[config.mk]
export PLATFORM = sky130hd
export DESIGN_NAME = arm_mem_responder
export DESIGN_NICKNAME = d
export VERILOG_FILES = /design/src/rtl/arm_mem_pkg.sv /design/src/rtl/mem_ram.sv /design/src/rtl/arm_mem_responder.sv
export SDC_FILE = /design/constraint.sdc
export NUM_CORES = 2
export LEC_CHECK = 0
export CORE_UTILIZATION = 62
export DETAILED_ROUTE_END_ITERATION = 12
export PLACE_DENSITY = 0.8
export SYNTH_ARGS = -nofsm -noshare
export SYNTH_HDL_FRONTEND = slang
export SYNTH_HIERARCHICAL = 1
export SYNTH_SLANG_ARGS = --single-unit
[constraint.sdc]
create_clock -name clk -period 6.2 [get_ports clk]
set_clock_uncertainty 0.05 [all_clocks]
set_input_delay 1.24 -clock clk [delete_from_list [all_inputs] [get_ports clk]]
set_output_delay 1.24 -clock clk [all_outputs]
set_load 0.01 [all_outputs]
[src/rtl/arm_mem_pkg.sv]
// Shared definitions for the ARM memory responder: MMIO register offsets,
// responder states and the default MMIO window base.
package arm_mem_pkg;

    localparam logic [3:0] OFF_GPIO = 4'h0;
    localparam logic [3:0] OFF_CYC  = 4'h4;
    localparam logic [3:0] OFF_HALT = 4'h8;
    localparam logic [3:0] OFF_STAT = 4'hC;

    localparam logic [31:0] IO_BASE_DEFAULT = 32'h0000_FF00;

    typedef enum logic [1:0] {
        StLoad   = 2'd0,
        StRun    = 2'd1,
        StHalted = 2'd2
    } state_e;

endpackage

[src/rtl/mem_ram.sv]
// Word-addressed RAM: one synchronous write port, one asynchronous read port.
// Contents are deliberately not reset.
module mem_ram #(
    parameter int unsigned MemWords = 64,
    parameter int unsigned Aw       = 6
) (
    input  logic          clk_i,
    input  logic          we_i,
    input  logic [Aw-1:0] waddr_i,
    input  logic [31:0]   wdata_i,
    input  logic [Aw-1:0] raddr_i,
    output logic [31:0]   rdata_o
);

    logic [31:0] mem_q [MemWords];

    always_ff @(posedge clk_i) begin
        if (we_i) begin
            mem_q[waddr_i] <= wdata_i;
        end
    end

    assign rdata_o = mem_q[raddr_i];

endmodule

[src/rtl/arm_mem_responder.sv]
// Memory-side responder for the multicycle ARM core: RAM, small MMIO window,
// and a boot loader that fills RAM while the core is held in reset.
module arm_mem_responder
    import arm_mem_pkg::*;
#(
    parameter int unsigned MEM_WORDS = 64,
    parameter int unsigned AW        = 6,
    parameter logic [31:0] IO_BASE   = IO_BASE_DEFAULT
) (
    input  logic          clk,
    input  logic          reset,
    input  logic          MemWrite,
    input  logic [31:0]   Adr,
    input  logic [31:0]   WriteData,
    output logic [31:0]   ReadData,
    input  logic          ld_valid,
    output logic          ld_ready,
    input  logic [AW-1:0] ld_addr,
    input  logic [31:0]   ld_data,
    input  logic          ld_last,
    output logic          core_hold,
    output logic [31:0]   gpio_out,
    output logic          halt,
    output logic          err
);

    state_e      state_q, state_d;
    logic [31:0] gpio_q, gpio_d;
    logic [31:0] cyc_q, cyc_d;
    logic        err_q, err_d;

    logic          ram_we;
    logic [AW-1:0] ram_waddr;
    logic [31:0]   ram_wdata;
    logic [31:0]   ram_rdata;

    logic       in_ram, in_io;
    logic [3:0] io_off;
    logic       unused_adr;

    assign unused_adr = ^Adr[1:0];
    assign in_ram     = (Adr[31:AW+2] == '0);
    assign in_io      = (Adr[31:4] == IO_BASE[31:4]);
    assign io_off     = {Adr[3:2], 2'b00};

    mem_ram #(
        .MemWords (MEM_WORDS),
        .Aw       (AW)
    ) u_ram (
        .clk_i   (clk),
        .we_i    (ram_we),
        .waddr_i (ram_waddr),
        .wdata_i (ram_wdata),
        .raddr_i (Adr[AW+1:2]),
        .rdata_o (ram_rdata)
    );

    always_ff @(posedge clk or negedge reset) begin
        if (!reset) begin
            state_q <= StLoad;
            gpio_q  <= '0;
            cyc_q   <= '0;
            err_q   <= 1'b0;
        end else begin
            state_q <= state_d;
            gpio_q  <= gpio_d;
            cyc_q   <= cyc_d;
            err_q   <= err_d;
        end
    end

    // RAM writes are gated by reset so an edge during reset leaves no partial effect.
    always_comb begin
        state_d   = state_q;
        gpio_d    = gpio_q;
        cyc_d     = cyc_q;
        err_d     = err_q;
        ram_we    = 1'b0;
        ram_waddr = Adr[AW+1:2];
        ram_wdata = WriteData;
        unique case (state_q)
            StLoad: begin
                ram_waddr = ld_addr;
                ram_wdata = ld_data;
                if (ld_valid && reset) begin
                    ram_we = 1'b1;
                    if (ld_last) state_d = StRun;
                end
            end
            StRun: begin
                cyc_d = cyc_q + 32'd1;
                if (MemWrite) begin
                    if (in_ram) begin
                        ram_we = reset;
                    end else if (in_io) begin
                        if (io_off == OFF_GPIO) gpio_d = WriteData;
                        if (io_off == OFF_HALT && WriteData != '0) state_d = StHalted;
                    end else begin
                        err_d = 1'b1;
                    end
                end
            end
            StHalted: begin
                if (MemWrite && !in_ram && !in_io) err_d = 1'b1;
            end
            default: state_d = StLoad;
        endcase
    end

    always_comb begin
        ReadData = '0;
        if (state_q != StLoad) begin
            if (in_ram) begin
                ReadData = ram_rdata;
            end else if (in_io) begin
                case (io_off)
                    OFF_GPIO: ReadData = gpio_q;
                    OFF_CYC:  ReadData = cyc_q;
                    OFF_STAT: ReadData = {30'b0, err_q, state_q == StHalted};
                    default:  ReadData = '0;
                endcase
            end
        end
    end

    assign ld_ready  = (state_q == StLoad);
    assign core_hold = (state_q == StLoad);
    assign halt      = (state_q == StHalted);
    assign gpio_out  = gpio_q;
    assign err       = err_q;

endmodule

=== Word level (Yosys, flattened, before mapping) ===
Memories as Yosys holds them, arrays and structs flattened.
Index checks and enable logic that the tools add are counted.

* Register bits after elaboration: 67
* RAM bits: 2048
* Bits of input ports: 107
* Output and inout bits: 68
* Word-level logic and storage cells: 61
* Memories kept: 1

* Add/subtract/negate cells: 1
* Eq/ne operators: 14
* Multiplexer cells: 24
* Bitwise gates (word level): 2
* Reductions and logical operators: 15

{| class="wikitable"
|+ Memory list
! memory !! words !! width !! rd ports !! clocked after Yosys merged registers in !! write ports !! line !! text
|-
| u_ram.mem_q || 64 || 32 || 1 || 0 || 1 || mem_ram.sv:15 || <nowiki>logic [31:0] mem_q [MemWords];</nowiki>
|}

{| class="wikitable"
|+ Operator list
! operator !! number
|-
| 32-bit two-way mux || 4
|-
| 32-bit case mux with 3 select lines || 1
|-
| 32-bit by 1-bit adder with 32-bit output (second input constant) || 1
|-
| 32-bit nonzero test || 1
|-
| 28-bit by 12-bit == test with 1-bit output (second input constant) || 1
|-
| 24-bit zero test || 1
|-
| 2-bit two-way mux || 6
|-
| 2-bit inequality test (second input constant) || 6
|-
| 5-bit AND reduction || 2
|-
| 1-bit two-way mux || 9
|-
| 7-bit AND reduction || 1
|-
| 2-bit == test (second input constant) || 3
|-
| 6-bit two-way mux || 1
|-
| 2-bit case mux with 3 select lines || 1
|-
| 2-bit by 1-bit == test with 1-bit output (second input constant) || 2
|-
| 1-bit logical AND || 4
|-
| 4-bit zero test || 1
|-
| 2-bit by 1-bit inequality test with 1-bit output (second input constant) || 2
|-
| 1-bit case mux with 2 select lines || 2
|-
| 2-bit nonzero test || 2
|-
| 1-bit zero test || 2
|-
| 2-bit zero test || 1
|-
| 1-bit NOT || 2
|}

=== Longest topological paths before layout ===
* Depth in word-level cells: 7
* Depth in mapped cells: 12
* Gate-level depth less buffers: 7

=== Cells and area by module ===
Netlist, hierarchy kept.

{| class="wikitable"
|+ By module, submodules not included
! module !! instances !! cells an instance !! area each (um2) !! sequential area each (um2)
|-
| mem_ram || 1 || 3292 || 77874.7 || 61499.0
|-
| arm_mem_responder || 1 || 476 || 4284.1 || 1676.6
|}

=== Worst setup path after synthesis ===
OpenSTA, ideal clock, no wires.

* Path type: input port to flip-flop
* Start point: in Adr[12]
* End point: mem u_ram.mem_q[48][0] (enable)
* Setup time: 0.461 ns
* Data arrival time: 5.208 ns
* Data required time: 5.689 ns
* Setup slack: 0.481 ns
* Stages on the path: 8
* Path buffers: 1
* Cell sequence: or4_1 nor2_1 buf_2 a41oi_1 nor3b_1 nor2b_1 nand4b_1 nor3_1

* Cells in the longest elaborated chain, start to end: 6

{| class="wikitable"
|+ RTL lines
! element !! line !! text
|-
| start: declaration || arm_mem_responder.sv:13 || <nowiki>input logic [31:0] Adr,</nowiki>
|-
| 24-bit zero test || arm_mem_responder.sv:42 || <nowiki>assign in_ram = (Adr[31:AW+2] == '0);</nowiki>
|-
| 1-bit two-way mux || arm_mem_responder.sv:93 || <nowiki>if (in_ram) begin</nowiki>
|-
| 1-bit two-way mux || arm_mem_responder.sv:92 || <nowiki>if (MemWrite) begin</nowiki>
|-
| 1-bit case mux with 2 select lines || arm_mem_responder.sv:81 || <nowiki>unique case (state_q)</nowiki>
|-
| net ram_we || arm_mem_responder.sv:32 || <nowiki>logic ram_we;</nowiki>
|-
| 1-bit two-way mux || mem_ram.sv:18 || <nowiki>if (we_i) begin</nowiki>
|-
| 1-bit two-way mux (not written as such) || mem_ram.sv:19 || <nowiki>mem_q[waddr_i] <= wdata_i;</nowiki>
|-
| end: declaration || mem_ram.sv:15 ||
|}

The timed path passes the listed nets, and every way through them passes these cells.

=== Worst setup path in the final report ===
* Start point: in Adr[2]
* End point: out ReadData[29]

* Elaborated cells on any way between the ends: 8
* Classes of those cells: eq/ne (2); mux (4); reduce/logical (1); memory (1)

{| class="wikitable"
|+ RTL lines
! element !! line !! text
|-
| memory read 64 x 32 bit || n/a ||
|-
| net ram_rdata[29] || arm_mem_responder.sv:35 || <nowiki>logic [31:0] ram_rdata;</nowiki>
|-
| 32-bit two-way mux || arm_mem_responder.sv:113 || <nowiki>if (in_ram) begin</nowiki>
|-
| 32-bit two-way mux || arm_mem_responder.sv:112 || <nowiki>if (state_q != StLoad) begin</nowiki>
|-
| end: declaration || arm_mem_responder.sv:15 || <nowiki>output logic [31:0] ReadData,</nowiki>
|}

The timed path passes the listed nets, and every way through them passes these cells.

==> summary.md <==
| Metric | Value |
|---|---|
| Post-synth EDFFs | `2048` |
| Tcrit/Tclk final | `1.003` |
| Post-synthesis xor/xnor area fraction | `0.003305` |
| Layout area overhead | `14.77%` |
| Final core occ | `0.7172` |
| Clk_lat worst skew | `0.81 ns` |
| Critical path origin | `Adr[2]` |
| Synth Area in Simple Gates | `0.02498` |
| Worst Hold Class | `in -> async` |
| M3 GR Usage | `0.08435` |
| Flops & latches, synth | `2115` |
| Clk root buf | `clkbuf_16` |
| Yosys top cell by area | `edfxtp_1` |
| Outcome | `finished with violations` |
| Tmin final | `6.220 ns` |
| Crit-path cells | `buf_8, buf_4, or3b_1, o221ai_1, a21oi_1, a21oi_1, nor2_1, inv_1, o32ai_1, clkdlybuf4s50_1` |
| Compound-Gate Fraction of Synth Area | `0.02001` |
| Synth Cell Area | `0.08216 mm2` |
| Worst path most repeated cell | `a21oi_1` |
| Most used DFF post-synth | `edfxtp_1` |
| GP Congestion | `0.8831` |
| Worst-path clk slew | `0.06 ns` |
| Logic pwr share | `0.055` |
| Clk sink count | `2115` |
| Max-Cap Viols | `0` |
| Most frequent cell after synthesis | `edfxtp_1` |
| Largest net degree at the start of global routing | `65` |
| Routed wire length | `229100 um` |
| Top cell type's share of synthesized area | `0.7485` |
| Cell Int Power | `22.74 mW` |
| H-tree depth | `4` |
| DIE AREA | `0.1340 mm2` |
| Synth Area per Inst | `21.80 um2` |
| Worst Setup Path Type | `in -> out` |
| Mapped Nets | `3876` |
| Worst slew margin | `0.1085` |
| CP Data Arrival Time | `4.93 ns` |
| Ys async rst share | `0.03168` |
| Busiest grt layer | `met2` |
| I/O Buffers | `172` |
| Clk pwr share | `0.406` |
| Psw | `6.319 mW` |
| Layout Nets | `4302` |
| Pwr dens | `308.2 mW/mm2` |
| Share of layout cells above drive strength 1 | `0.2813` |
| Grt met1 use | `0.4517` |
| Detailed-route vias per instance | `7.184` |
| Sw frac | `0.2174` |
| CP max stage delay | `0.65 ns` |
| Starting Density | `0.6250` |
| DRT Pass-1 Iters | `8` |
| Routed Antenna Nets | `0` |
| PnR worst setup slack | `-0.01985 ns` |
| Std cell rows | `133` |
| DP HPWL | `126600 um` |
| Die outline height | `366.0 um` |
| RSZ-0062 raised after global routing | `false` |
| Vias | `43904` |
| Peak VDD IR | `0.3171 mV` |
| CP max stage cell | `clkdlybuf4s50_1` |
| Global route total overflow | `0` |
| Setup TNS | `-0.03449 ns` |
| First-pass GRT wire length | `323000 um` |
| Commonest cells in the synthesized netlist | `edfxtp_1 (2048), mux4_2 (544), nand2_1 (153)` |
| Post-synth cell types | `56` |
| P_leak | `30.31 nW` |
| Synth top area cells | `edfxtp_1 (75%), mux4_2 (15%), dfrtp_1 (2.0%), mux2i_1 (1.5%), nand2_1 (0.70%)` |
| Initial antenna violation count | `6` |
| Sequential fraction of the synthesis area | `0.7689` |
| DR WL/cell | `37.50 um` |
| Final Power | `29.06 mW` |
| Number of global-route vias before repair | `44215` |
| Largest family of logic cells by synthesized area | `multiplexers` |
| Seq pwr share | `0.539` |
| Endpoints failing setup | `2` |
| M2 GR Usage | `0.5383` |
| WP data required | `4.91 ns` |
| Post-synthesis adder-cell area fraction | `0.0001523` |
| Maximum clock insertion buffer count | `3` |
| FF-to-FF End | `u_ram/mem_q[27][27]` |
| Capture point of the critical path | `ReadData[29]` |
| RR Startpoint | `state_q[0]` |
| Io pins | `175` |
| Post-CTS Setup Bufs | `0` |
| Die Wd | `366.0 um` |
| Failing checks | `negative setup slack` |
| FF-to-FF path depth | `10` |
| Syn Inst Count | `3768` |
| Minimum hold slack | `0.2238 ns` |
| Worst setup SP type | `primary input` |
| CTS tree | `yes` |
| Core Region | `0.1315 mm2` |
| Total Routing Usage GR | `0.3449` |
| Drt initial violations | `7901` |
| Fmax | `0.1608 GHz` |
| Ys Warns | `6` |
| Worst-margin pin slew | `1.333 ns` |
| Final slew viol count | `0` |
| Critical Path Sink Type | `output pin` |
| Total CTS buffers | `197` |
| Mux cell area share after synthesis | `0.1687` |
| CP max FO | `30` |
| Final hold vios | `0` |
| Reg-to-reg setup timing slack | `1.82 ns` |
| DRC | `0` |
[routing by layer]
| layer | vias up | wire (um) | part of all wire |
|---|---|---|---|
| met2 | 3951 | 109100 | 0.48 |
| met1 | 22465 | 73940 | 0.32 |
| met4 | 6 | 15590 | 0.068 |
| met3 | 809 | 30520 | 0.13 |
| met5 | - | 49 | 0.00021 |
| li1 | 16673 | - | - |
[layout by cell type (no fill, tap or decap), types with 33 or more instances in the layout]
cell type           n
dfrtp_1            67
clkbuf_1           54
clkdlybuf4s50_1   167
clkbuf_16         200
buf_12             38
a21oi_1            64
clkinv_1           38
edfxtp_1         2048
buf_4             231
nand2_2            33
o22ai_1            85
nand2_1           120
nor2_1             79
clkinv_2           38
nor2_4             62
mux4_2            544
mux2i_1           125
[worst min-delay path by stage]
stage	startpoint	to	slack [ns]	depth (start not counted)
CTS	reset	cyc_q[3]	0.17	1
floorplan	cyc_q[31]	cyc_q[31]	0.40	1
global route	reset	cyc_q[3]	0.21	1
detailed placement	cyc_q[24]	cyc_q[24]	0.44	1
finish	reset	gpio_out[0]	0.22	1
global placement	cyc_q[31]	cyc_q[31]	0.43	1
[kinds of logic after synthesis]
| kind of cell | Yosys count |
|---|---|
| DFF | 2115 |
| muxes | 701 |
| and+or+nand+nor | 437 |
| AOI/OAI and AO/OA | 243 |
| buffers and inverters | 240 |
| xor gates and xnor gates | 31 |
| adders and majority gates | 1 |
[power by group through the flow]
stage | clock, mW | sequential [mW] | combinational [mW]
finish | 11.8 | 15.7 | 1.59
global route | 12.4 | 15.7 | 1.61
CTS | 11.9 | 15.7 | 1.54
detailed placement | 0 | 16.0 | 1.50
global placement | 0 | 16.0 | 1.46
floorplan | 0 | 16.0 | 0.830
[registers in the layout, summed over array words and instances, names as in the netlist]
| signal | count |
|---|---|
| cyc_q | 32 |
| state_q | 2 |
| gpio_out | 32 |
| err | 1 |
| u_ram/mem_q | 2048 |
[critical path: cells and delay by family]
kind | cells | cell delay (ns)
compound gates | 4 | 1.31
buf+inv | 4 | 1.49
simple gates | 2 | 0.83
[area by class of cell]
type | count | area, um2
antenna | 1 | 2.502
clock buffer | 254 | 5207
clock inverter | 106 | 985.9
fill | 6932 | 37170
inverter | 28 | 105.1
multi-input combinational | 1413 | 18410
sequential | 2115 | 63180
tap | 1755 | 2196
timing repair buffer | 439 | 4212
[through the flow]
step	setup slack (ns)	instances	cell area [um2]
2_1_floorplan	0.4809	3768	82160
3_3_place_gp	0.2952	5750	88090
3_5_place_dp	0.2733	5750	88090
4_1_cts	0.1476	6110	94280
5_1_grt	0.02411	6110	94290
6_report	-0.01985	6111	94290
[repair_timing]
item,in CTS,in global routing
hold endpoints to repair,0,0
hold buffers,0,0
setup endpoints to repair,0,5
gates resized for setup,0,2
Note: power is estimated with default switching activity, not from simulation.
